==> config.mk <==
export PLATFORM = sky130hd
export DESIGN_NAME = gb_cpu_fetch_seq
export DESIGN_NICKNAME = d
export VERILOG_FILES = /design/src/rtl/gb_cpu_fetch_seq.sv
export SDC_FILE = /design/constraint.sdc
export NUM_CORES = 1
export LEC_CHECK = 0
export ABC_AREA = 1
export CAP_MARGIN = 25
export CORE_MARGIN = 1
export CORE_UTILIZATION = 49
export DETAILED_ROUTE_END_ITERATION = 8
export GPL_ROUTABILITY_DRIVEN = 0
export PLACE_DENSITY = 0.81
export SYNTH_ARGS = -nofsm -noshare
export SYNTH_HDL_FRONTEND = slang
export SYNTH_SLANG_ARGS = --single-unit
==> constraint.sdc <==
create_clock -name clk -period 2.15 [get_ports clk]
set_input_delay 0.43 -clock clk [delete_from_list [all_inputs] [get_ports clk]]
set_output_delay 0.43 -clock clk [all_outputs]
set_load 0.02 [all_outputs]
==> src/rtl/gb_cpu_fetch_seq.sv <==
// Game Boy CPU opcode/immediate fetch sequencer.
// Assembles opcode, CB prefix and imm8/imm16 bytes into one instruction.
package gb_cpu_fetch_pkg;
    typedef enum logic [2:0] {
        READ_OPCODE    = 3'd0,
        READ_CB_OPCODE = 3'd1,
        READ_R8        = 3'd2,
        READ_R16_BYTE0 = 3'd3,
        READ_R16_BYTE1 = 3'd4
    } decoder_state_t;
endpackage

module gb_cpu_fetch_seq
    import gb_cpu_fetch_pkg::*;
#(
    parameter logic [15:0] RESET_PC = 16'h0000
) (
    input  logic           clk,
    input  logic           rst_n,
    input  logic           fetch_en,
    input  logic           pc_load,
    input  logic [15:0]    pc_load_addr,
    output logic           mem_req,
    output logic [15:0]    mem_addr,
    input  logic           mem_ack,
    input  logic [7:0]     mem_rdata,
    output decoder_state_t decoder_state,
    output logic [7:0]     opcode,
    output logic           instr_valid,
    input  logic           instr_ready,
    output logic           instr_cb,
    output logic [15:0]    instr_imm,
    output logic [15:0]    instr_pc,
    output logic           locked
);

    localparam logic [2:0] FETCH_OP       = 3'd0;
    localparam logic [2:0] FETCH_CB       = 3'd1;
    localparam logic [2:0] FETCH_IMM8     = 3'd2;
    localparam logic [2:0] FETCH_IMM16_LO = 3'd3;
    localparam logic [2:0] FETCH_IMM16_HI = 3'd4;
    localparam logic [2:0] ISSUE          = 3'd5;
    localparam logic [2:0] LOCK           = 3'd6;

    logic [2:0]  state;
    logic [2:0]  op_next;
    logic [15:0] pc;
    // Keeps an opcode request alive once raised, even if fetch_en drops.
    logic        op_pend;
    logic        is_lock;
    logic        is_imm8;
    logic        is_imm16;

    always_comb begin
        is_lock = mem_rdata inside {
            8'hD3, 8'hDB, 8'hDD, 8'hE3, 8'hE4, 8'hEB,
            8'hEC, 8'hED, 8'hF4, 8'hFC, 8'hFD
        };
        is_imm8 = (mem_rdata[2:0] == 3'b110 &&
                   (mem_rdata[7:6] == 2'b00 || mem_rdata[7:6] == 2'b11))
                  || mem_rdata inside {
                      8'h10, 8'h18, 8'h20, 8'h28, 8'h30, 8'h38,
                      8'hE0, 8'hE8, 8'hF0, 8'hF8
                  };
        is_imm16 = (mem_rdata[7:6] == 2'b00 && mem_rdata[3:0] == 4'b0001)
                   || mem_rdata inside {
                       8'h08, 8'hC2, 8'hC3, 8'hC4, 8'hCA, 8'hCC, 8'hCD,
                       8'hD2, 8'hD4, 8'hDA, 8'hDC, 8'hEA, 8'hFA
                   };
        op_next = ISSUE;
        if (mem_rdata == 8'hCB) begin
            op_next = FETCH_CB;
        end else if (is_lock) begin
            op_next = LOCK;
        end else if (is_imm8) begin
            op_next = FETCH_IMM8;
        end else if (is_imm16) begin
            op_next = FETCH_IMM16_LO;
        end
    end

    always_comb begin
        mem_req = 1'b0;
        if (rst_n) begin
            unique case (state)
                FETCH_OP:       mem_req = fetch_en | op_pend;
                FETCH_CB,
                FETCH_IMM8,
                FETCH_IMM16_LO,
                FETCH_IMM16_HI: mem_req = 1'b1;
                default:        mem_req = 1'b0;
            endcase
        end
    end

    always_comb begin
        decoder_state = READ_OPCODE;
        unique case (state)
            FETCH_CB:       decoder_state = READ_CB_OPCODE;
            FETCH_IMM8:     decoder_state = READ_R8;
            FETCH_IMM16_LO: decoder_state = READ_R16_BYTE0;
            FETCH_IMM16_HI: decoder_state = READ_R16_BYTE1;
            default:        decoder_state = READ_OPCODE;
        endcase
    end

    assign mem_addr    = pc;
    assign instr_valid = (state == ISSUE);
    assign locked      = (state == LOCK);

    always_ff @(posedge clk) begin
        if (!rst_n) begin
            state     <= FETCH_OP;
            pc        <= RESET_PC;
            op_pend   <= 1'b0;
            opcode    <= 8'h00;
            instr_cb  <= 1'b0;
            instr_imm <= 16'h0000;
            instr_pc  <= RESET_PC;
        end else if (state != LOCK) begin
            if (pc_load) begin
                pc      <= pc_load_addr;
                state   <= FETCH_OP;
                op_pend <= 1'b0;
            end else begin
                unique case (state)
                    FETCH_OP: begin
                        if (mem_req && mem_ack) begin
                            pc        <= pc + 16'd1;
                            opcode    <= mem_rdata;
                            instr_pc  <= pc;
                            instr_imm <= 16'h0000;
                            instr_cb  <= 1'b0;
                            op_pend   <= 1'b0;
                            state     <= op_next;
                        end else begin
                            op_pend <= mem_req;
                        end
                    end
                    FETCH_CB: begin
                        if (mem_ack) begin
                            pc       <= pc + 16'd1;
                            opcode   <= mem_rdata;
                            instr_cb <= 1'b1;
                            state    <= ISSUE;
                        end
                    end
                    FETCH_IMM8: begin
                        if (mem_ack) begin
                            pc             <= pc + 16'd1;
                            instr_imm[7:0] <= mem_rdata;
                            state          <= ISSUE;
                        end
                    end
                    FETCH_IMM16_LO: begin
                        if (mem_ack) begin
                            pc             <= pc + 16'd1;
                            instr_imm[7:0] <= mem_rdata;
                            state          <= FETCH_IMM16_HI;
                        end
                    end
                    FETCH_IMM16_HI: begin
                        if (mem_ack) begin
                            pc              <= pc + 16'd1;
                            instr_imm[15:8] <= mem_rdata;
                            state           <= ISSUE;
                        end
                    end
                    ISSUE: begin
                        if (instr_ready) begin
                            state <= FETCH_OP;
                        end
                    end
                    default: state <= FETCH_OP;
                endcase
            end
        end
    end

endmodule

* After elaboration in Yosys (flattened, before gate mapping)
Cells that the tools add are included. Widths: inputs -> output; s select.
Word-level totals: output and inout bits 63, word-level logic and storage cells 120, flip-flop bits (word level) 61, input bits 30
Cells by class: mux-type cells 29, $add $sub $neg 1, bitwise operators 2, equality and inequality tests 54, reduce and logical (&&, ||, !) cells 26
Operator list (count):
- $eq 8x8->1 const B | 28
- $mux 16 | 4
- $pmux 8 s2 | 3
- $eq 8x6->1 const B | 4
- $pmux 16 s2 | 1
- $mux 3 | 9
- $pmux 3 s4 | 2
- $reduce_and 5->1 | 4
- $add 16x1->16 const B | 1
- $eq 8x5->1 const B | 2
- $mux 8 | 2
- $reduce_bool 13->1 | 1
- $eq 3x3->1 const B | 4
- $reduce_bool 11->1 | 1
- $reduce_bool 10->1 | 1
- $ne 3x3->1 const B | 3
- $eq 8x4->1 const B | 1
- $reduce_and 4->1 | 2
- $reduce_bool 2->1 | 4
- $eq 3x2->1 const B | 2
- $mux 1 | 6
- $ne 2x2->1 const B | 3
- $ne 3x1->1 const B | 2
- $eq 4x1->1 const B | 1
- other kinds (16) | 21

* Longest topological paths before layout
Gate-level depths: netlist (run 1).
word-level depth 10, mapped depth 13, gate-level depth less buffers 12

* Worst setup path before layout (run 1)
OpenSTA, ideal clock, no wires.
kind register to register, start register state[2], end register state[1], clock period less this slack 1.668 ns, path buffers 1, setup time 0.070 ns, data required time 2.080 ns, arrival time 1.597 ns, slack 0.482 ns, cell stages (with the launch flop) 10, cells stage by stage dfxtp_1 buf_6 inv_4 nor3_1 inv_1 nand3_1 inv_1 nand2_1 nand2_1 a21oi_1
On the way: cells in the longest elaborated chain, start to end 7, elaborated cells between the ends (all ways) 19, classes of those cells 10 x eq/ne; 4 x mux; 5 x reduce/logical
RTL lines:
- from (decl) | RTL line 45 | logic [2:0] state;
- from (signal assigned) | RTL line 135 | state <= op_next;
- $eq 3x3->1 (tied with other cells) | RTL line 85, 126
- $reduce_or 4->1 (no source line)
- $pmux 1 s2 | RTL line 85 | unique case (state)
- $mux 1 | RTL line 84 | if (rst_n) begin
- $logic_and 1x1->1 | RTL line 128 | if (mem_req && mem_ack) begin
- $ne 3x3->1 (no source line)
- $reduce_and 5->1 (no source line)
Parallel ways exist; a longest one is shown, timed or not. A chain may end at the register's enable or synchronous reset.

* Worst setup path in the final report (run 1)
start register state[2], end output port decoder_state[1]
On the way: cells in the longest elaborated chain, start to end 2, elaborated cells between the ends (all ways) 5, classes of those cells 4 x eq/ne; 1 x mux
RTL lines:
- $eq 3x3->1 (tied with other cells) | RTL line 98 | unique case (state)
- $pmux 3 s4 * | RTL line 98
- to (decl) | RTL line 27 | output decoder_state_t decoder_state,
Mark *: on every way between the ends. The rest lies on a longest branch, timed or not.

==> results of run 1 <==
[logic make-up (layout without fill, tap and decap cells)]
kind of cell	after synthesis	after routing
buffers and inverters	81	184
adders and majority gates	3	3
AOI/OAI and AO/OA	81	81
and+or+nand+nor	300	300
muxes	1	1
xor gates and xnor gates	4	4
DFF	61	61
[sequential cells by signal (all words and copies together) (netlist names)]
signal and cells:
instr_imm 16, instr_pc 16, mem_addr 16, opcode 8, state 3, instr_cb 1
op_pend 1
[final cells by class]
type                    instances  area, µm²  share of cell area, %
inverters                      54        209                   4.45
multi-input cells             389       1870                   39.8
clock inverters                 7       66.3                   1.41
repair buffers                114       1080                   23.1
flip-flops and latches         61       1220                   26.1
clock buffers                   9        124                   2.64
well taps                      96        120                   2.56
[per-stage QoR]
| stage | instances | util (%) |
|---|---|---|
| final | 730 | 69.1 |
| after global routing | 730 | 69.1 |
| after CTS | 730 | 69.1 |
| after detailed placement | 714 | 66.3 |
| after global placement | 714 | 66.3 |
| after floorplan | 531 | - |
[cells in the final DEF (no fill, tap or decap), types with 20 or more instances in the layout]
cell type        count
nand2_1            174
clkdlybuf4s50_1     89
a21oi_1             62
dfxtp_1             59
nor2_1              51
inv_1               45
nand4_1             24
buf_4               22
nand3_1             20
[repair_timing]
action,4_1_cts,5_1_grt
resized for setup,5,0
hold buffers,0,0
setup buffers,0,0
endpoints found under the hold margin,0,0
setup endpoints to repair,3,0
[worst max-delay path, stage by stage, from the launching register on]
cell             delay [ns]
dfxtp_1                0.37
inv_4                  0.10
nand2_1                0.14
inv_1                  0.09
clkdlybuf4s50_1        0.59
[layer usage]
layer / track usage [%] / vias to the layer above / wire, µm
met3: 5.49 / 15 / 638
met2: 45.7 / 146 / 4580
met1: 35.3 / 1746 / 4410
met4: 9.55 / 0 / 122
met5: 0 / - / 0
li1: - / 1908 / -
[final timing paths]
check / startpoint / end
worst max-delay path: state[2]$_SDFFE_PN0P_ / decoder_state[1]
worst min-delay path: instr_imm[0]$_SDFFE_PN0P_ / instr_imm[0]$_SDFFE_PN0P_
worst max register to register: mem_addr[0]$_SDFFE_PN0P_ / mem_addr[12]$_SDFFE_PN0P_
worst min register to register: instr_imm[0]$_SDFFE_PN0P_ / instr_imm[0]$_SDFFE_PN0P_
[power by group through the flow]
stage / Sequential [mW] / Combinational, mW / Clock [mW]
floorplan: 1.38 / 0.474 / 0
global placement: 1.32 / 0.860 / 0
detailed placement: 1.32 / 0.880 / 0
CTS: 1.30 / 0.886 / 1.01
global route: 1.31 / 0.966 / 1.06
finish: 1.30 / 0.884 / 1.00
==> impl_metrics.env, run 1 <==
export IMPL_synthArstFlopShare_pct=0
export IMPL_drive_gt1_share_pct=11.2
export IMPL_fin_area_mm2=0.00469
export IMPL_max_clock_freq_ghz=0.486
export IMPL_grt_overflow=0
export IMPL_syn_area_per_cell_um2=6.50
export IMPL_switching_share_pct=34.2
export IMPL_synthSimpleGateAreaFrac_pct=39.0
export IMPL_ys_seq_area_share_pct=35.4
export IMPL_critPathCaptureType="output port"
export IMPL_wl_per_cell_um=13.4
export IMPL_synth_most_common_cell="nand2_1"
export IMPL_ys_flop_type="dfxtp_1"
export IMPL_synth_top_cell_by_area="dfxtp_1"
export IMPL_power_switching_mw=1.09
export IMPL_irDropWorstVdd_mv=0.502
export IMPL_clk_pin_slew_ns=0.07
export IMPL_report_final_slew_viol_count=0
export IMPL_yosysWarnings=0
export IMPL_track_usage_pct=27.4
export IMPL_synthAdderAreaFrac_pct=1.09
export IMPL_synth_common_cells="nand2_1 (174), a21oi_1 (62), dfxtp_1 (61)"
export IMPL_clock_power_share_pct=31.4
export IMPL_dp_hpwl_um=7060
export IMPL_muxShareOfSynthArea_pct=0.290
export IMPL_antenna_found_initial=0
export IMPL_r2r_cells=7
export IMPL_drtIter0Drc=269
export IMPL_rrSetupSlack_ns=0.33
export IMPL_fp_row_count=30
export IMPL_cp_max_fo=5
export IMPL_cts_root_buf="clkbuf_8"
export IMPL_cap_violations=0
export IMPL_die_y_um=85.9
export IMPL_initial_core_util_pct=50.8
export IMPL_num_antenna_cells=0
export IMPL_grt_max_degree=45
export IMPL_synthCells=531
export IMPL_power_frac_seq_pct=40.8
export IMPL_worstSkewPairLatency_ns=0.34
export IMPL_fin_crit_sh_pct=95.7
export IMPL_drc=0
export IMPL_dr_pass1_iters=5
export IMPL_synth_top_family_by_area="simple AND/OR/NAND/NOR gates"
export IMPL_core_area_mm2=0.00679
export IMPL_clock_sinks=61
export IMPL_rsz0062_at_grt="false"
export IMPL_p_comb_share_pct=27.7
export IMPL_synth_compound_area_share_pct=12.8
export IMPL_grt_pass1_wl_um=16200
export IMPL_cp_required_ns=1.72
export IMPL_cp_arrival_ns=1.63
export IMPL_synthXorXnorAreaFrac_pct=1.02
export IMPL_synth_top_area_share_pct=35.4
export IMPL_yosys_register_bits=61
export IMPL_n_fill_cell=607
export IMPL_cts_buffers_inserted=9
export IMPL_grt_pass1_vias=3570
export IMPL_ant_nets=0
export IMPL_period_minus_slack_ns=2.06
export IMPL_fin_total_pwr_mw=3.19
export IMPL_place_ws_ns=-0.109
export IMPL_fin_nets=662
export IMPL_relSlewSlack_pct=68.9
export IMPL_placedInstanceArea_mm2=0.00450
export IMPL_syn_num_nets=564
export IMPL_io_buffers=92
export IMPL_hold_violations=0
export IMPL_area_growth_pct=36.1
export IMPL_power_internal_mw=2.10
export IMPL_synth_cell_type_count=38
export IMPL_io_pins=93
export IMPL_clock_skew_final_ns=0.0112
export IMPL_startpoint_type="register"
export IMPL_holdWs_ns=0.452
export IMPL_finalSetupViolations=0
export IMPL_cts_max_level=3
export IMPL_syn_area_mm2=0.00345
export IMPL_holdPathStages=2
export IMPL_p_leak_nw=1.94
export IMPL_synth_edff_count=0
export IMPL_die_area_mm2=0.00738
export IMPL_cts_tree="built"
export IMPL_netlist_top_cells_area="dfxtp_1 (35%), nand2_1 (19%), a21oi_1 (9.0%)"
export IMPL_tns_ns=0
export IMPL_die_w_um=85.9
export IMPL_vias_per_cell=5.23
export IMPL_clk_path_buf_depth=2
export IMPL_status="completed"
export IMPL_hp_class="reg2reg"
export IMPL_path_class="reg2out"
export IMPL_num_vias=3815
export IMPL_wl_um=9750
export IMPL_tightest_slew_ns=0.466
export IMPL_worst_slack_ns=0.0927
export IMPL_cellPowerDensity_mw_per_mm2=679
No activity file was read; power rests on OpenSTA's default activity.
==> inputs of run 2 (changes only) <==
--- a/config.mk
+++ b/config.mk
@@ -8,10 +8,10 @@
 export ABC_AREA = 1
 export CAP_MARGIN = 25
 export CORE_MARGIN = 1
-export CORE_UTILIZATION = 49
+export CORE_UTILIZATION = 44
 export DETAILED_ROUTE_END_ITERATION = 8
 export GPL_ROUTABILITY_DRIVEN = 0
-export PLACE_DENSITY = 0.81
+export PLACE_DENSITY = 0.77
 export SYNTH_ARGS = -nofsm -noshare
 export SYNTH_HDL_FRONTEND = slang
 export SYNTH_SLANG_ARGS = --single-unit
==> constraint.sdc (replaced) <==
create_clock -name clk -period 1.85 [get_ports clk]
set_input_delay 0.37 -clock clk [delete_from_list [all_inputs] [get_ports clk]]
set_output_delay 0.37 -clock clk [all_outputs]
set_load 0.02 [all_outputs]
==> run 2 against run 1 <==
Against the previous run: first-iteration DRC count is 5.6% higher; core utilization is 2.4 points lower; final cell count is 4.7% higher; wire length is 5.0% higher; sequential power is 16% higher; combinational power is 26% higher; largest cell class unchanged.
==> impl_metrics.env, run 2 (synthesis gave the netlist of run 1 again) <==
export IMPL_cts_setup_buffers=0
export IMPL_wl_um=10200
export IMPL_critPathCaptureType="output port"
export IMPL_cp_slowest_cell="clkdlybuf4s50_1"
export IMPL_track_usage_pct=25.5
export IMPL_clk_path_buf_depth=2
export IMPL_clock_skew_final_ns=0.00824
export IMPL_cellPowerDensity_mw_per_mm2=769
export IMPL_crit_family="buffers and inverters"
export IMPL_dp_cells=748
export IMPL_fp_row_count=31
export IMPL_cp_cell_sequence="clkdlybuf4s50_1"
export IMPL_finalSetupViolations=0
export IMPL_n_fill_cell=676
export IMPL_grt_overflow=0
export IMPL_ant_nets=0
export IMPL_drtIter0Drc=284
export IMPL_area_growth_pct=43.3
export IMPL_crit_buf_inv=1
export IMPL_rsz0062_at_grt="true"
export IMPL_io_buffers=92
export IMPL_use_met3_pct=4.97
export IMPL_cap_violations=0
export IMPL_io_pins=93
export IMPL_core_area_mm2=0.00741
export IMPL_timing_rr_start="state[1]$_SDFFE_PN0P_"
export IMPL_num_vias=3969
export IMPL_hold_end="instr_imm[0]$_SDFFE_PN0P_"
export IMPL_gr_usage_met2_pct=40.8
export IMPL_clock_power_share_pct=31.1
export IMPL_cts_buffers_inserted=9
export IMPL_clk_pin_slew_ns=0.07
export IMPL_dr_pass1_iters=5
export IMPL_die_y_um=90.5
export IMPL_max_clock_freq_ghz=0.557
export IMPL_drive_gt1_share_pct=17.0
export IMPL_utilization_pct=66.7
export IMPL_rrSetupSlack_ns=0.13
export IMPL_cts_hold_buf=0
export IMPL_busiest_layer="met2"
export IMPL_drc=0
export IMPL_clock_sinks=61
export IMPL_layout_common_cells="nand2_1 (173), clkdlybuf4s50_1 (76), a21oi_1 (62)"
export IMPL_fin_crit_sh_pct=97.1
export IMPL_cts_tree="built"
export IMPL_grt_max_degree=45
export IMPL_die_area_mm2=0.00820
export IMPL_hold_violations=0
export IMPL_cts_root_buf="clkbuf_8"
export IMPL_report_final_slew_viol_count=0
export IMPL_holdPathStages=2
export IMPL_fin_cells=764
export IMPL_cp_required_ns=1.48
export IMPL_r2r_cells=9
export IMPL_irDropWorstVdd_mv=0.594
export IMPL_fin_nets=693
export IMPL_path_class="reg2out"
export IMPL_switching_share_pct=34.2
export IMPL_grt_pass1_wl_um=17100
export IMPL_p_leak_nw=2.17
export IMPL_power_internal_mw=2.50
export IMPL_period_minus_slack_ns=1.80
export IMPL_fin_total_pwr_mw=3.80
export IMPL_hold_start="instr_imm[0]$_SDFFE_PN0P_"
export IMPL_power_switching_mw=1.30
export IMPL_num_antenna_cells=0
export IMPL_p_comb_share_pct=29.1
export IMPL_place_ws_ns=-0.338
export IMPL_dp_hpwl_um=7680
export IMPL_antenna_found_initial=0
export IMPL_relSlewSlack_pct=68.6
export IMPL_grt_pass1_vias=3714
export IMPL_startpoint_type="register"
export IMPL_r2r_end="instr_imm[6]$_SDFFE_PN0P_"
export IMPL_worst_slack_ns=0.0535
export IMPL_hp_class="reg2reg"
export IMPL_cts_max_level=3
export IMPL_vias_per_cell=5.20
export IMPL_tightest_slew_ns=0.471
export IMPL_holdWs_ns=0.457
export IMPL_wl_per_cell_um=13.4
export IMPL_initial_core_util_pct=46.6
export IMPL_slowest_delay_ns=0.65
export IMPL_power_frac_seq_pct=39.8
export IMPL_layout_commonest_cell="nand2_1"
export IMPL_worstSkewPairLatency_ns=0.35
export IMPL_status="completed"
export IMPL_use_met1_pct=33.8
export IMPL_die_w_um=90.5
export IMPL_cp_max_fo=6
export IMPL_cp_arrival_ns=1.43
==> run 2: cell count changes in the layout (fill, tap and decap cells not counted), moves of 2 or more <==
cell	before	now
dfxtp_2	2	7
dlygate4sd2_1	3	8
clkdlybuf4s50_1	89	76
clkbuf_2	0	2
buf_4	22	53
dfxtp_1	59	54
clkinv_2	5	3
dlymetal6s2s_1	0	4
==> run 2: repair_timing <==
action	in CTS	in global routing
pin swaps	0	1
gates resized for setup	20	18
endpoints found under the hold margin	0	0
endpoints found under the setup margin	12	18
==> run 2: stage by stage <==
stage / TNS [ns] / cell area (µm²)
2_1_floorplan: 0 / 3450
3_3_place_gp: -6.24 / 4740
3_5_place_dp: -7.91 / 4740
4_1_cts: -0.0208 / 4930
5_1_grt: -0.0198 / 4940
6_report: 0 / 4940
==> run 2: final cells by class <==
cell class	instances	area [µm²]	area share (%)
inverter	54	209	4.23
sequential	61	1230	24.9
timing repair buffer	145	1310	26.4
tap	99	124	2.51
multi-input combinational	389	1880	38.1
clock buffer	10	128	2.58
clock inverter	6	63.8	1.29
==> run 2: how the worst max path moves through the flow <==
| stage | end | startpoint | cells past startpoint | slack, ns |
|---|---|---|---|---|
| detailed placement | mem_req | rst_n | 6 | -0.34 |
| global route | locked | state[1]$_SDFFE_PN0P_ | 3 | -0.02 |
| finish | mem_addr[11] | mem_addr[11]$_SDFFE_PN0P_ | 1 | 0.05 |
| floorplan | state[1]$_SDFFE_PN0P_ | state[2]$_SDFFE_PN0P_ | 9 | 0.18 |
| global placement | mem_req | rst_n | 6 | -0.33 |
| CTS | decoder_state[2] | state[0]$_SDFFE_PN0P_ | 5 | -0.02 |
==> run 2: routing by layer <==
metal / vias up / share of wire, %
met3: 22 / 7.4
met4: 0 / 2.0
met2: 176 / 46
met5: - / 0
li1: 1970 / -
met1: 1801 / 45
==> run 2: power by group through the flow <==
| stage | logic (mW) | registers [mW] | clock network [mW] |
|---|---|---|---|
| 2_1_floorplan | 0.550 | 1.61 | 0 |
| 3_3_place_gp | 1.09 | 1.53 | 0 |
| 3_5_place_dp | 1.11 | 1.53 | 0 |
| 4_1_cts | 1.11 | 1.50 | 1.19 |
| 5_1_grt | 1.20 | 1.52 | 1.26 |
| 6_report | 1.11 | 1.51 | 1.18 |
